**src/rtl/sm_seq_monitor.sv**
```systemverilog
// sm_seq_monitor: watches a 4-state sequencer (y, control) and checks every
// transition against the legal graph 0->1, 1->2 (ctl=0), 1->3 (ctl=1),
// 2->3, 3->0. It counts loops, long loops, short loops and illegal
// transitions with saturating counters.
//
// Optional: define SM_SEQ_MONITOR_ERR_CAPTURE_EN to add capture registers
// that hold the first illegal transition after reset or clear.
//
// Ports:
//   clk, reset      rising-edge clock, synchronous active-high reset
//   control, y      sequencer control bit and state output, sampled every clk
//   clear           synchronous clear of the counters, err_flag and captures
//   in_sync         high while tracking
//   err_pulse       one-cycle pulse per illegal transition
//   err_flag        sticky error flag
//   loop_cnt        legal 3->0 count
//   long_cnt        legal 1->2 count
//   short_cnt       legal 1->3 count
//   err_cnt         illegal transition count
//   err_prev_y/err_prev_ctl/err_y   first illegal transition (optional)
module sm_seq_monitor #(
  parameter int CNT_WIDTH = 16
) (
  input  logic                 clk,
  input  logic                 reset,
  input  logic                 control,
  input  logic [1:0]           y,
  input  logic                 clear,
  output logic                 in_sync,
  output logic                 err_pulse,
  output logic                 err_flag,
  output logic [CNT_WIDTH-1:0] loop_cnt,
  output logic [CNT_WIDTH-1:0] long_cnt,
  output logic [CNT_WIDTH-1:0] short_cnt,
  output logic [CNT_WIDTH-1:0] err_cnt
`ifdef SM_SEQ_MONITOR_ERR_CAPTURE_EN
  ,
  output logic [1:0]           err_prev_y,
  output logic [0:0]           err_prev_ctl,
  output logic [1:0]           err_y
`endif
);

  typedef enum logic {SYNC, TRACK} state_t;

  localparam logic [CNT_WIDTH-1:0] CNT_MAX = '1;

  state_t               state_q, state_d;
  logic [1:0]           prev_y_q;
  logic                 prev_ctl_q;
  logic                 err_pulse_q, err_pulse_d;
  logic                 err_flag_q, err_flag_d;
  logic [CNT_WIDTH-1:0] loop_q, loop_d;
  logic [CNT_WIDTH-1:0] long_q, long_d;
  logic [CNT_WIDTH-1:0] short_q, short_d;
  logic [CNT_WIDTH-1:0] err_q, err_d;
  logic                 legal;
`ifdef SM_SEQ_MONITOR_ERR_CAPTURE_EN
  logic [1:0]           cap_prev_y_q, cap_prev_y_d;
  logic                 cap_prev_ctl_q, cap_prev_ctl_d;
  logic [1:0]           cap_y_q, cap_y_d;
`endif

  // Legal successor of the previous sample; ctl only matters leaving state 1.
  always_comb begin
    legal = 1'b0;
    case (prev_y_q)
      2'd0: legal = (y == 2'd1);
      2'd1: legal = (y == (prev_ctl_q ? 2'd3 : 2'd2));
      2'd2: legal = (y == 2'd3);
      2'd3: legal = (y == 2'd0);
      default: legal = 1'b0;
    endcase
  end

  always_comb begin
    state_d     = state_q;
    err_pulse_d = 1'b0;
    err_flag_d  = err_flag_q;
    loop_d      = loop_q;
    long_d      = long_q;
    short_d     = short_q;
    err_d       = err_q;
`ifdef SM_SEQ_MONITOR_ERR_CAPTURE_EN
    cap_prev_y_d   = cap_prev_y_q;
    cap_prev_ctl_d = cap_prev_ctl_q;
    cap_y_d        = cap_y_q;
`endif
    case (state_q)
      SYNC: if (y == 2'd0) state_d = TRACK;
      TRACK: begin
        if (legal) begin
          if (prev_y_q == 2'd3 && loop_q != CNT_MAX) loop_d = loop_q + 1'b1;
          if (prev_y_q == 2'd1 && y == 2'd2 && long_q != CNT_MAX) long_d = long_q + 1'b1;
          if (prev_y_q == 2'd1 && y == 2'd3 && short_q != CNT_MAX) short_d = short_q + 1'b1;
        end else begin
          // The offending y is never reused for resync: SYNC needs a new edge.
          state_d     = SYNC;
          err_pulse_d = 1'b1;
          err_flag_d  = 1'b1;
          if (err_q != CNT_MAX) err_d = err_q + 1'b1;
`ifdef SM_SEQ_MONITOR_ERR_CAPTURE_EN
          if (!err_flag_q) begin
            cap_prev_y_d   = prev_y_q;
            cap_prev_ctl_d = prev_ctl_q;
            cap_y_d        = y;
          end
`endif
        end
      end
      default: state_d = SYNC;
    endcase
    // clear overrides same-edge updates but leaves the FSM and pulse alone.
    if (clear) begin
      err_flag_d = 1'b0;
      loop_d     = '0;
      long_d     = '0;
      short_d    = '0;
      err_d      = '0;
`ifdef SM_SEQ_MONITOR_ERR_CAPTURE_EN
      cap_prev_y_d   = '0;
      cap_prev_ctl_d = 1'b0;
      cap_y_d        = '0;
`endif
    end
  end

  always_ff @(posedge clk) begin
    if (reset) begin
      state_q     <= SYNC;
      prev_y_q    <= '0;
      prev_ctl_q  <= 1'b0;
      err_pulse_q <= 1'b0;
      err_flag_q  <= 1'b0;
      loop_q      <= '0;
      long_q      <= '0;
      short_q     <= '0;
      err_q       <= '0;
`ifdef SM_SEQ_MONITOR_ERR_CAPTURE_EN
      cap_prev_y_q   <= '0;
      cap_prev_ctl_q <= 1'b0;
      cap_y_q        <= '0;
`endif
    end else begin
      state_q     <= state_d;
      prev_y_q    <= y;
      prev_ctl_q  <= control;
      err_pulse_q <= err_pulse_d;
      err_flag_q  <= err_flag_d;
      loop_q      <= loop_d;
      long_q      <= long_d;
      short_q     <= short_d;
      err_q       <= err_d;
`ifdef SM_SEQ_MONITOR_ERR_CAPTURE_EN
      cap_prev_y_q   <= cap_prev_y_d;
      cap_prev_ctl_q <= cap_prev_ctl_d;
      cap_y_q        <= cap_y_d;
`endif
    end
  end

  assign in_sync   = (state_q == TRACK);
  assign err_pulse = err_pulse_q;
  assign err_flag  = err_flag_q;
  assign loop_cnt  = loop_q;
  assign long_cnt  = long_q;
  assign short_cnt = short_q;
  assign err_cnt   = err_q;
`ifdef SM_SEQ_MONITOR_ERR_CAPTURE_EN
  assign err_prev_y   = cap_prev_y_q;
  assign err_prev_ctl = cap_prev_ctl_q;
  assign err_y        = cap_y_q;
`endif

endmodule

```
**config.mk**
```make
export PLATFORM = sky130hd
export DESIGN_NAME = sm_seq_monitor
export DESIGN_NICKNAME = d
export VERILOG_FILES = /design/src/rtl/sm_seq_monitor.sv
export SDC_FILE = /design/constraint.sdc
export NUM_CORES = 1
export LEC_CHECK = 0
export CORE_MARGIN = 10
export CORE_UTILIZATION = 46
export DETAILED_ROUTE_END_ITERATION = 7
export GPL_ROUTABILITY_DRIVEN = 1
export HOLD_SLACK_MARGIN = 0.03
export PLACE_DENSITY = 0.76
export SLEW_MARGIN = 20
export SYNTH_ARGS = -nofsm -noshare
export SYNTH_HDL_FRONTEND = slang
export SYNTH_SLANG_ARGS = --single-unit
```
**constraint.sdc**
```tcl
create_clock -name clk -period 1.7 [get_ports clk]
set_input_delay 0.34 -clock clk [delete_from_list [all_inputs] [get_ports clk]]
set_output_delay 0.34 -clock clk [all_outputs]
set_load 0.05 [all_outputs]
```
==> impl_table.tex, run 1 <==
\begin{tabular}{lr}
\hline
Metric & Value \\
\hline
\multicolumn{2}{l}{\textbf{STA}} \\
\quad \# setup viols final & 13 \\
\quad Post-Route Setup TNS & -0.671 ns \\
\quad RSZ-0062 raised after global routing & yes \\
\quad Crit path setup slack, layout & -0.0959 ns \\
\quad Final hold violations & 0 \\
\quad Worst clock skew on the final layout & $\sim$0.01 ns \\
\quad Minimum clock period & roughly 1.8 ns \\
\quad Tightest Pin Transition & 0.384 ns \\
\quad Maximum clock frequency & 557 MHz \\
\quad Final number of max-transition violations & 0 \\
\quad Final worst-path cycle share & 1.06 \\
\quad Worst hold slack & 0.319 ns \\
\quad Rel. slew slack & 0.741 \\
\multicolumn{2}{l}{\textbf{Power and ir drop}} \\
\quad Sequential fraction of design power & 0.501 \\
\quad Power Internal & approximately 2.5 mW \\
\quad Clock power share & 0.443 \\
\quad Net load switching power & 0.787 mW \\
\quad Fraction of power spent switching nets & 0.243 \\
\quad Combinational share of power & 0.055 \\
\quad Max IR drop VDD & 0.515 mV \\
\quad Leakage dissipation & 1.98 nW \\
\quad Areal power density over the cells & $\sim$610 mW/mm² \\
\multicolumn{2}{l}{\textbf{Final layout}} \\
\quad Net count reported at finish & 553 \\
\quad Final antenna diode count & 0 \\
\quad Summed area of non-filler cells in the final layout & 0.00532 mm² \\
\quad Fraction of final layout cells with drive strength greater than 1 & 0.529 \\
\quad Relative area change from synthesis to final layout & 56.2\% \\
\quad Count of non-filler cells in the finished layout & $\sim$650 \\
\quad Post-layout utilization of the core & 0.738 \\
\multicolumn{2}{l}{\textbf{Global route}} \\
\quad GRT Residual Overflow & 0 \\
\quad Gr usage total & 0.175 \\
\quad Global-route wire length before repair & 16,600 µm \\
\quad Via count of the first global-routing pass & 3,489 \\
\quad Initial antenna violation count & 0 \\
\quad Largest net degree at the start of global routing & 21 \\
\multicolumn{2}{l}{\textbf{Synthesis}} \\
\quad Most common flop cell mapped by yosys & dfxtp\_1 \\
\quad Unique masters post-synth & 53 \\
\quad Synth top cells by count & dfxtp\_1, nor2\_1, nand3\_1, nand2\_1, xnor2\_1 \\
\quad Post-synthesis cell type with the largest combined area & dfxtp\_1 \\
\quad Number of warnings issued by yosys & 0 \\
\quad Avg Inst Size Synth & 8.56 µm² \\
\quad Number of enable-type register cells in the synthesized netlist & 0 \\
\quad Flop and latch count out of synthesis & 70 \\
\quad Post-synth net total & 408 \\
\quad Instance count of the mapped netlist & 398 \\
\quad Share of flip-flops with an asynchronous set or reset after synthesis & 0 \\
\quad Cell Area, Synth & $\sim$0.0034 mm² \\
\quad Share of the synthesized area in the top cell type & 0.411 \\
\quad Register area share after synthesis & 0.411 \\
\quad Synth top area cells & dfxtp\_1, nor2\_1, xnor2\_1, nand3\_1, a21oi\_1 \\
\quad Cell with the most instances after synthesis & dfxtp\_1 \\
\multicolumn{2}{l}{\textbf{Setup path}} \\
\quad Critical path fanouts, max & 8 \\
\quad CP Buf/Inv Count & 1 \\
\quad Crit path launch type & register \\
\quad Slowest Stage Delay on Critical Path & 0.52 ns \\
\quad Cell breakdown of the critical path & nor2b\_4 > o211ai\_1 > nand3\_2 > buf\_6 > or4\_4 > a21oi\_2 \\
\quad Slowest stage cell on the critical path & or4\_4 \\
\quad Crit. End Element & register \\
\quad Delay-heaviest family, CP & simple AND/OR/NAND/NOR gates \\
\quad Arrival time reported for the critical path endpoint & 2.08 ns \\
\quad CP required & 1.99 ns \\
\quad Critical setup path kind & reg2reg \\
\multicolumn{2}{l}{\textbf{Floorplan}} \\
\quad Die area & 0.0112 mm² \\
\quad I/O pins & 73 \\
\quad Number of core rows & 31 \\
\quad Starting density of the core & 0.472 \\
\quad Placeable Area & 0.00721 mm² \\
\quad Floorplan die height & between 100 and 150 µm \\
\quad Floorplan die width & between 100 and 150 µm \\
\multicolumn{2}{l}{\textbf{Drt}} \\
\quad Avg Vias per Cell & 5.61 \\
\quad Overall routed net length & 10,700 µm \\
\quad Routed wirelength normalized by instance count & 16.5 µm \\
\quad Number of remaining DRC errors & 0 \\
\quad Drt first-iter violations & approximately 160 \\
\quad 1st-pass router iterations & 4 \\
\quad Routed via count & 3,631 \\
\quad Post-DRT Antenna Nets & 0 \\
\multicolumn{2}{l}{\textbf{Clock tree}} \\
\quad Root cell of the clock tree & clkbuf\_8 \\
\quad Worst-skew pair later-pin latency & 0.35 ns \\
\quad Clock sink count & 70 \\
\quad Clock transition at the registers of the reported paths & 0.08 ns \\
\quad CTS H-tree lvls & 3 \\
\quad CTS max path bufs & 2 \\
\quad CTS buffer count & 9 \\
\quad TritonCTS clock tree & yes \\
\multicolumn{2}{l}{\textbf{Placed design}} \\
\quad Count of buffers inserted at the top-level ports & 72 \\
\quad Final HPWL DP & 7100 µm \\
\quad Final weighted congestion of routability-driven global placement & 0.833 \\
\quad Area after detailed placement & 0.00467 mm² \\
\quad Number of placed cells counting well taps & 615 \\
\multicolumn{2}{l}{\textbf{Status}} \\
\quad Violated checks & setup timing \\
\quad Outcome & finished, violations left \\
\multicolumn{2}{l}{\textbf{Hold path}} \\
\quad Class of the tightest hold or removal check & in2reg \\
\multicolumn{2}{l}{\textbf{Run}} \\
\quad Reported max-cap violation count & 0 \\
\hline
\end{tabular}
==> layout by cell type, fill, tap and decap left out, types with 5 or more instances in the layout <==
cell / netlist / final
buf_4: 2 / 134
nor2_1: 52 / 49
dfxtp_2: 0 / 44
nand2_1: 24 / 22
nand3_1: 26 / 22
xnor2_1: 22 / 20
dfxtp_4: 0 / 19
nand4_1: 16 / 16
a21oi_1: 20 / 12
o21ai_0: 13 / 11
clkbuf_8: 0 / 11
xor2_1: 10 / 10
and3_1: 8 / 8
a21oi_2: 0 / 8
buf_6: 0 / 8
or3_1: 10 / 7
dfxtp_1: 70 / 7
inv_1: 6 / 6
nor3_1: 13 / 6
or4_4: 0 / 5
mux2i_1: 5 / 5
a31oi_1: 5 / 5
o31ai_1: 6 / 5
==> layout make-up <==
cell class / count / area (µm²)
fill: 549 / 1890
clock buffer: 11 / 151
sequential: 70 / 1530
timing repair buffer: 149 / 1180
multi-input combinational: 307 / 2260
tap: 99 / 124
inverter: 6 / 22.5
clock inverter: 5 / 56.3
==> per-layer routing <==
layer	global-route usage	vias up	wire [µm]	share of wire
met1	0.199	1736	4340	0.41
met3	0.0435	19	708	0.066
met4	0.0706	0	253	0.024
met5	0	-	0	0
li1	-	1758	-	-
met2	0.306	118	5390	0.50
==> logic make-up after synthesis <==
kind of cell | after synthesis | synth area share
AND/OR/NAND/NOR | 199 | 0.322
multiplexers | 5 | 0.0147
buffers and inverters | 21 | 0.0264
XOR/XNOR | 32 | 0.0823
flip-flops | 70 | 0.411
AO/OA/AOI/OAI | 67 | 0.129
adder cells (fa/ha/maj) | 4 | 0.0147
==> final timing paths <==
path,startpoint,end,slack [ns],cells past startpoint
min reg2reg,err_cnt[11]$_SDFFE_PP0P_,err_cnt[11]$_SDFFE_PP0P_,0.48,2
max reg2reg,prev_y_q[1]$_SDFF_PP0_,err_cnt[9]$_SDFFE_PP0P_,-0.1,6
max,prev_y_q[1]$_SDFF_PP0_,err_cnt[9]$_SDFFE_PP0P_,-0.1,6
min,y[1],prev_y_q[1]$_SDFF_PP0_,0.32,2
==> what timing repair did <==
item	CTS	global route
endpoints found under the setup margin	46	45
cloned	1	0
buffers inserted	9	8
gates resized for setup	28	53
pin swaps	28	42
hold buffers	0	0
==> metrics by stage <==
step	total power, mW	setup WS, ns
after floorplan	1.75	-0.208
after global placement	1.82	-0.611
after global routing	3.36	-0.164
final	3.24	-0.0959
after CTS	3.25	-0.0999
after detailed placement	1.82	-0.713
==> power by group through the flow <==
| stage | logic [mW] | registers, mW | clock network [mW] |
|---|---|---|---|
| after floorplan | 0.0689 | 1.68 | 0 |
| after global placement | 0.154 | 1.66 | 0 |
| after detailed placement | 0.157 | 1.66 | 0 |
| after CTS | 0.170 | 1.62 | 1.45 |
| after global routing | 0.194 | 1.62 | 1.54 |
| final | 0.180 | 1.62 | 1.43 |
==> registers in the layout, indices dropped and copies added, names as in the netlist <==
| register | cells |
|---|---|
| err_cnt | 16 |
| prev_y_q | 2 |
| err_flag | 1 |
| prev_ctl_q | 1 |
| long_cnt | 16 |
| short_cnt | 16 |
| loop_cnt | 16 |
| in_sync | 1 |
| err_pulse | 1 |
Note: power is estimated with default switching activity, not from simulation.
==> run 2: changes to the inputs <==
RECOVER_POWER = 100   (was not set)
SETUP_SLACK_MARGIN = 0.15   (was not set)
SKIP_LAST_GASP = 1   (was not set)
==> run 2 against run 1 <==
Against the previous run: the run still ends with setup timing left; sequential share of layout area increased by 0.50 points; global-route usage about the same; non-clock buffer count increased by 2; clock-buffer cell count unchanged; first-iteration DRC count decreased by 12%; final area increased by 4.3%; wire length increased by 2.3%; register-to-register slack got worse by 0.03 ns; die area unchanged; critical path type unchanged; via count increased by 2.5%; maximum frequency decreased by 1.5%.
==> impl_table.tex, run 2 (synthesis results as in run 1) <==
\begin{tabular}{lr}
\hline
Metric & Value \\
\hline
\multicolumn{2}{l}{\textbf{Global route}} \\
\quad GRT Residual Overflow & 0 (unchanged) \\
\quad Global-route wire length before repair & 16,700 µm (+0.75\%) \\
\quad Gr usage total & 0.175 (+0.000393) \\
\quad Largest net degree at the start of global routing & 20 (-4.8\%) \\
\quad Initial antenna violation count & 0 (unchanged) \\
\quad Via count of the first global-routing pass & 3,498 (+0.26\%) \\
\multicolumn{2}{l}{\textbf{Run}} \\
\quad Reported max-cap violation count & 0 (unchanged) \\
\multicolumn{2}{l}{\textbf{Floorplan}} \\
\quad I/O pins & 73 (unchanged) \\
\quad Floorplan die width & 106 µm (unchanged) \\
\quad Placeable Area & 0.00721 mm² (unchanged) \\
\quad Floorplan die height & 106 µm (unchanged) \\
\quad Number of core rows & 31 (unchanged) \\
\quad Die area & 0.0112 mm² (unchanged) \\
\quad Starting density of the core & 0.472 (unchanged) \\
\multicolumn{2}{l}{\textbf{STA}} \\
\quad Post-Route Setup TNS & -0.753 ns (-0.0819 ns) \\
\quad Rel. slew slack & 0.594 (-0.147) \\
\quad Worst clock skew on the final layout & 0.0136 ns (+0.00343 ns) \\
\quad Final worst-path cycle share & 1.07 (+0.0166) \\
\quad Worst hold slack & 0.474 ns (+0.155 ns) \\
\quad Minimum clock period & 1.82 ns (+0.0282 ns) \\
\quad Tightest Pin Transition & 0.612 ns (+0.228 ns) \\
\quad Maximum clock frequency & 548 MHz (-1.5\%) \\
\quad Final number of max-transition violations & 0 (unchanged) \\
\quad Final hold violations & 0 (unchanged) \\
\quad Crit path setup slack, layout & -0.124 ns (-0.0282 ns) \\
\quad \# setup viols final & 14 (+1) \\
\quad RSZ-0062 raised after global routing & yes \\
\multicolumn{2}{l}{\textbf{Setup path}} \\
\quad Slowest stage cell on the critical path & or4\_4 \\
\quad Crit. End Element & register \\
\quad Reg2reg path depth & 5 (-1) \\
\quad Internal reg-to-reg setup slack & -0.12 ns (-0.03 ns) \\
\quad Critical setup path kind & reg2reg \\
\quad Crit path launch type & register \\
\quad Launching point of the worst reg2reg path & prev\_y\_q[1]\$\_SDFF\_PP0\_ \\
\quad Arrival time reported for the critical path endpoint & 2.09 ns (about the same) \\
\quad Critical path fanouts, max & 7 (-1) \\
\quad CP required & 1.97 ns (-0.02 ns) \\
\quad Cell breakdown of the critical path & nor2b\_4 > nand4\_4 > or4\_4 > or3\_1 > a21oi\_2 \\
\quad CP Buf/Inv Count & 0 (-1) \\
\quad Endpoint of the worst-slack reg-to-reg timing path & loop\_cnt[11]\$\_SDFFE\_PP0P\_ \\
\quad Delay-heaviest family, CP & simple AND/OR/NAND/NOR gates \\
\quad Slowest Stage Delay on Critical Path & 0.57 ns (+0.05 ns) \\
\multicolumn{2}{l}{\textbf{Drt}} \\
\quad Routed met1 length & 4530 µm (+4.5\%) \\
\quad Number of remaining DRC errors & 0 (unchanged) \\
\quad Routed wirelength normalized by instance count & 16.8 µm (+2.0\%) \\
\quad Top routing layer used & met4 \\
\quad Overall routed net length & 10,900 µm (+2.3\%) \\
\quad Total length of routed met2 wires & 5420 µm (+0.52\%) \\
\quad Drt first-iter violations & 143 (-12\%) \\
\quad 1st-pass router iterations & 6 (+2) \\
\quad Met3 wire length & 771 µm (+8.9\%) \\
\quad Routed via count & 3,720 (+2.5\%) \\
\quad Post-DRT Antenna Nets & 0 (unchanged) \\
\quad Avg Vias per Cell & 5.73 (+2.1\%) \\
\multicolumn{2}{l}{\textbf{Clock tree}} \\
\quad Count of hold-fix buffers inserted at cts & 0 (unchanged) \\
\quad CTS H-tree lvls & 3 (unchanged) \\
\quad Clock transition at the registers of the reported paths & 0.07 ns (about the same) \\
\quad Root cell of the clock tree & clkbuf\_8 \\
\quad CTS buffer count & 9 (unchanged) \\
\quad TritonCTS clock tree & yes \\
\quad CTS max path bufs & 2 (unchanged) \\
\quad Worst-skew pair later-pin latency & 0.35 ns (about the same) \\
\quad Clock sink count & 70 (unchanged) \\
\multicolumn{2}{l}{\textbf{Power and ir drop}} \\
\quad Max IR drop VDD & 0.574 mV (+11\%) \\
\quad Total power of the final layout & 3.46 mW (+6.8\%) \\
\quad Leakage dissipation & 1.96 nW (-0.79\%) \\
\quad Areal power density over the cells & 623 mW/mm² (+2.5\%) \\
\multicolumn{2}{l}{\textbf{Final layout}} \\
\quad Final antenna diode count & 0 (unchanged) \\
\quad Commonest non-fill, non-tap cell in the layout & buf\_4 \\
\quad Summed area of non-filler cells in the final layout & 0.00555 mm² (+4.3\%) \\
\quad Fraction of final layout cells with drive strength greater than 1 & 0.536 (+0.00717) \\
\quad Most frequent cells in the layout & buf\_4, dfxtp\_4, clkbuf\_2 \\
\quad Net count reported at finish & 555 (+0.36\%) \\
\quad Relative area change from synthesis to final layout & 62.8\% \\
\multicolumn{2}{l}{\textbf{Placed design}} \\
\quad Area after detailed placement & 0.00479 mm² (+2.5\%) \\
\quad Final weighted congestion of routability-driven global placement & 0.882 (+5.9\%) \\
\quad Post-placement setup slack & -0.689 ns (+0.0238 ns) \\
\quad Count of buffers inserted at the top-level ports & 72 (unchanged) \\
\quad Final HPWL DP & 6930 µm (-2.4\%) \\
\multicolumn{2}{l}{\textbf{Status}} \\
\quad Violated checks & setup timing \\
\quad Outcome & finished, violations left \\
\multicolumn{2}{l}{\textbf{Hold path}} \\
\quad Class of the tightest hold or removal check & in2reg \\
\quad Origin of the worst min-delay path & y[1] \\
\quad Endpoint with the worst hold slack & in\_sync\$\_SDFF\_PP0\_ \\
\quad Depth of the worst hold-timing path & 4 (+2) \\
\hline
\end{tabular}
-- run 2: how the worst max path moves through the flow --
stage                                  start                   endpoint  slack (ns)  cells past startpoint
finish                prev_y_q[1]$_SDFF_PP0_  loop_cnt[11]$_SDFFE_PP0P_       -0.12                      5
global route          prev_y_q[1]$_SDFF_PP0_  loop_cnt[11]$_SDFFE_PP0P_       -0.18                      5
CTS                   prev_y_q[1]$_SDFF_PP0_  loop_cnt[15]$_SDFFE_PP0P_       -0.08                      5
detailed placement                      y[1]  loop_cnt[15]$_SDFFE_PP0P_       -0.69                      6
global placement                        y[1]  loop_cnt[15]$_SDFFE_PP0P_       -0.61                      6
floorplan           loop_cnt[3]$_SDFFE_PP0P_  loop_cnt[13]$_SDFFE_PP0P_       -0.19                      6
-- run 2: power breakdown --
group / leakage, nW / switching [mW] / total, mW / internal, mW
Sequential: 0.615 / 0.00717 / 1.57 / 1.56
Combinational: 1.23 / 0.122 / 0.220 / 0.0983
Clock: 0.120 / 0.651 / 1.67 / 1.02
Total: 1.96 / 0.779 / 3.46 / 2.68
-- run 2: per-stage QoR --
step,util,std cells
final,0.769,649
after global routing,0.769,649
after CTS,0.740,632
after detailed placement,0.663,605
after global placement,0.663,605
after floorplan,-,398
-- run 2: cell type report --
class,count,area (µm²)
flip-flops and latches,70,1620
clock buffers,11,141
inverters,6,22.5
clock inverters,5,106
well taps,99,124
fillers,520,1670
multi-input cells,307,2510
repair buffers,151,1030
-- run 2: tightest hold or removal path: stages --
cell and delay, ns:
clkdlybuf4s15_2 0.25, nor2_1 0.06, nor2_1 0.08, nor3_1 0.04
-- run 2: what timing repair did --
item / CTS / global route
buffers inserted: 11 / 17
pin swaps: 29 / 40
setup endpoints to repair: 67 / 61
resized for setup: 49 / 59
-- run 2: per-layer routing --
| layer | track usage | up-vias |
|---|---|---|
| met3 | 0.0501 | 22 |
| li1 | - | 1780 |
| met1 | 0.213 | 1785 |
| met4 | 0.0609 | 0 |
| met2 | 0.289 | 133 |
| met5 | 0 | - |
==> run 3: changes to the inputs <==
CORE_UTILIZATION = 45   (was 46)
MAX_ROUTING_LAYER = met4   (was not set)
PLACE_DENSITY = 0.75   (was 0.76)
==> run 3 against run 2 <==
Against the previous run: the run still ends with setup timing left; utilization increased by 0.67 points; non-clock buffer count increased by 7; worst setup slack got worse by 0.034 ns; sequential cell count unchanged; sequential power about the same; critical path depth unchanged; wire length increased by 5.9%; clock skew decreased by 0.0028 ns; maximum frequency decreased by 1.8%; critical path type unchanged; largest cell class unchanged.
==> impl_table.tex, run 3 (synthesis results as in run 1) <==
\begin{tabular}{lr}
\hline
Metric & Value \\
\hline
\multicolumn{2}{l}{\textbf{Drt}} \\
\quad Avg Vias per Cell & 5.73 (about the same) \\
\quad Overall routed net length & 11,600 µm (+5.9\%) \\
\quad Routed via count & 3,767 (+1.3\%) \\
\quad Post-DRT Antenna Nets & 0 (unchanged) \\
\quad 1st-pass router iterations & 5 (-1) \\
\quad Drt first-iter violations & 167 (+17\%) \\
\quad Number of remaining DRC errors & 0 (unchanged) \\
\quad Routed wirelength normalized by instance count & 17.6 µm (+4.6\%) \\
\multicolumn{2}{l}{\textbf{Setup path}} \\
\quad CP required & 1.97 ns (about the same) \\
\quad Critical setup path kind & reg2reg \\
\quad Critical path fanouts, max & 6 (-1) \\
\quad Crit. End Element & register \\
\quad Arrival time reported for the critical path endpoint & 2.13 ns (+0.04 ns) \\
\quad Crit path launch type & register \\
\multicolumn{2}{l}{\textbf{Clock tree}} \\
\quad Root cell of the clock tree & clkbuf\_8 \\
\quad Count of hold-fix buffers inserted at cts & 0 (unchanged) \\
\quad CTS buffer count & 9 (unchanged) \\
\quad CTS max path bufs & 2 (unchanged) \\
\quad TritonCTS clock tree & yes \\
\quad Worst-skew pair later-pin latency & 0.35 ns (about the same) \\
\quad Clock sink count & 70 (unchanged) \\
\quad CTS H-tree lvls & 3 (unchanged) \\
\quad Clock transition at the registers of the reported paths & 0.07 ns (about the same) \\
\multicolumn{2}{l}{\textbf{STA}} \\
\quad Rel. slew slack & 0.585 (-0.00886) \\
\quad Final worst-path cycle share & 1.09 (+0.0197) \\
\quad Worst clock skew on the final layout & 0.0107 ns (-0.00284 ns) \\
\quad Final number of max-transition violations & 0 (unchanged) \\
\quad Crit path setup slack, layout & -0.158 ns (-0.0335 ns) \\
\quad Tightest Pin Transition & 0.626 ns (+0.0133 ns) \\
\quad \# setup viols final & 23 (+9) \\
\quad Maximum clock frequency & 538 MHz (-1.8\%) \\
\quad Minimum clock period & 1.86 ns (+0.0335 ns) \\
\quad RSZ-0062 raised after global routing & yes \\
\quad Final hold violations & 0 (unchanged) \\
\multicolumn{2}{l}{\textbf{Floorplan}} \\
\quad I/O pins & 73 (unchanged) \\
\quad Floorplan die height & 107 µm (+0.90\%) \\
\quad Starting density of the core & 0.467 (-0.00502) \\
\quad Floorplan die width & 107 µm (+0.90\%) \\
\quad Die area & 0.0115 mm² (+1.8\%) \\
\quad Number of core rows & 31 (unchanged) \\
\quad Placeable Area & 0.00729 mm² (+1.1\%) \\
\multicolumn{2}{l}{\textbf{Final layout}} \\
\quad Commonest non-fill, non-tap cell in the layout & buf\_4 \\
\quad Net count reported at finish & 563 (+1.4\%) \\
\quad Post-layout utilization of the core & 0.776 (+0.00675) \\
\quad Fraction of final layout cells with drive strength greater than 1 & 0.554 (+0.0174) \\
\quad Most frequent cells in the layout & buf\_4, dfxtp\_4, nor2\_1 \\
\quad Relative area change from synthesis to final layout & 66.0\% \\
\quad Final antenna diode count & 0 (unchanged) \\
\multicolumn{2}{l}{\textbf{Placed design}} \\
\quad Final weighted congestion of routability-driven global placement & 0.866 (-1.8\%) \\
\quad Count of buffers inserted at the top-level ports & 72 (unchanged) \\
\quad Final HPWL DP & 6890 µm (-0.58\%) \\
\multicolumn{2}{l}{\textbf{Global route}} \\
\quad Met1 layer usage reported by global route & 0.206 (-0.00716) \\
\quad Global-route wire length before repair & 16,000 µm (-3.9\%) \\
\quad Busiest layer in global routing & met2 \\
\quad Met2 track demand over resource in global routing & 0.276 (-0.0132) \\
\quad GRT Residual Overflow & 0 (unchanged) \\
\quad Via count of the first global-routing pass & 3,461 (-1.1\%) \\
\quad Met3 global-route usage & 0.0389 (-0.0112) \\
\quad Initial antenna violation count & 0 (unchanged) \\
\quad Largest net degree at the start of global routing & 16 (-20\%) \\
\quad Gr usage total & 0.172 (-0.00318) \\
\multicolumn{2}{l}{\textbf{Status}} \\
\quad Violated checks & setup timing \\
\quad Outcome & finished, violations left \\
\multicolumn{2}{l}{\textbf{Run}} \\
\quad Reported max-cap violation count & 0 (unchanged) \\
\multicolumn{2}{l}{\textbf{Power and ir drop}} \\
\quad Areal power density over the cells & 571 mW/mm² (-8.4\%) \\
\quad Max IR drop VDD & 0.328 mV (-43\%) \\
\quad Total power of the final layout & 3.23 mW (-6.6\%) \\
\quad Leakage dissipation & 1.96 nW (about the same) \\
\multicolumn{2}{l}{\textbf{Hold path}} \\
\quad Class of the tightest hold or removal check & in2reg \\
\hline
\end{tabular}
## run 3: routing by layer
layer,wire length [µm],up-vias,share of wire
li1,-,1795,-
met1,4850,1826,0.42
met2,5840,129,0.50
met3,720,17,0.062
met4,163,0,0.014
met5,0,-,0
## run 3: metrics by stage
| step | cell area (µm²) | hold WS [ns] | setup TNS (ns) | setup WS (ns) | cells |
|---|---|---|---|---|---|
| 6_report | 5660 | 0.321 | -1.19 | -0.158 | 657 |
| 5_1_grt | 5660 | 0.332 | -3.16 | -0.209 | 657 |
| 4_1_cts | 5330 | 0.473 | -0.406 | -0.0846 | 637 |
| 3_5_place_dp | 4770 | 0.471 | -32.63 | -0.702 | 606 |
| 3_3_place_gp | 4770 | 0.462 | -29.01 | -0.605 | 606 |
| 2_1_floorplan | 3800 | 0.468 | -0.675 | -0.192 | 398 |
## run 3: layout make-up
class	instances	area (µm²)
Tap cell	99	124
Sequential cell	70	1620
Multi-Input combinational cell	308	2620
Inverter	6	22.5
Fill cell	538	1640
Clock inverter	6	76.3
Clock buffer	10	128
Timing Repair Buffer	158	1070
## run 3: timing repair
item | 4_1_cts | 5_1_grt
setup buffers | 14 | 19
pin swaps | 47 | 46
endpoints found under the setup margin | 66 | 63
gates cloned | 1 | 1
gates resized for setup | 52 | 74
## run 3: final timing paths
check | start | end | slack [ns] | cells after the start
worst max register to register | prev_y_q[1]$_SDFF_PP0_ | loop_cnt[11]$_SDFFE_PP0P_ | -0.16 | 5
worst min register to register | err_flag$_SDFFE_PP0P_ | err_flag$_SDFFE_PP0P_ | 0.48 | 2
worst min-delay path | y[1] | prev_y_q[1]$_SDFF_PP0_ | 0.32 | 2
worst max-delay path | prev_y_q[1]$_SDFF_PP0_ | loop_cnt[11]$_SDFFE_PP0P_ | -0.16 | 5
## run 3: worst max-delay path, cell delays in order (launching register included)
cell,delay [ns]
dfxtp_2,0.34
nor2b_4,0.20
nand4_4,0.10
or4_4,0.59
or3_4,0.39
a21oi_2,0.15
## run 3: report_power, final
group / switching, mW / internal, mW / total (mW) / leakage [nW]
Combinational: 0.118 / 0.0907 / 0.209 / 1.24
Sequential: 0.00766 / 1.56 / 1.57 / 0.615
Clock: 0.640 / 0.810 / 1.45 / 0.103
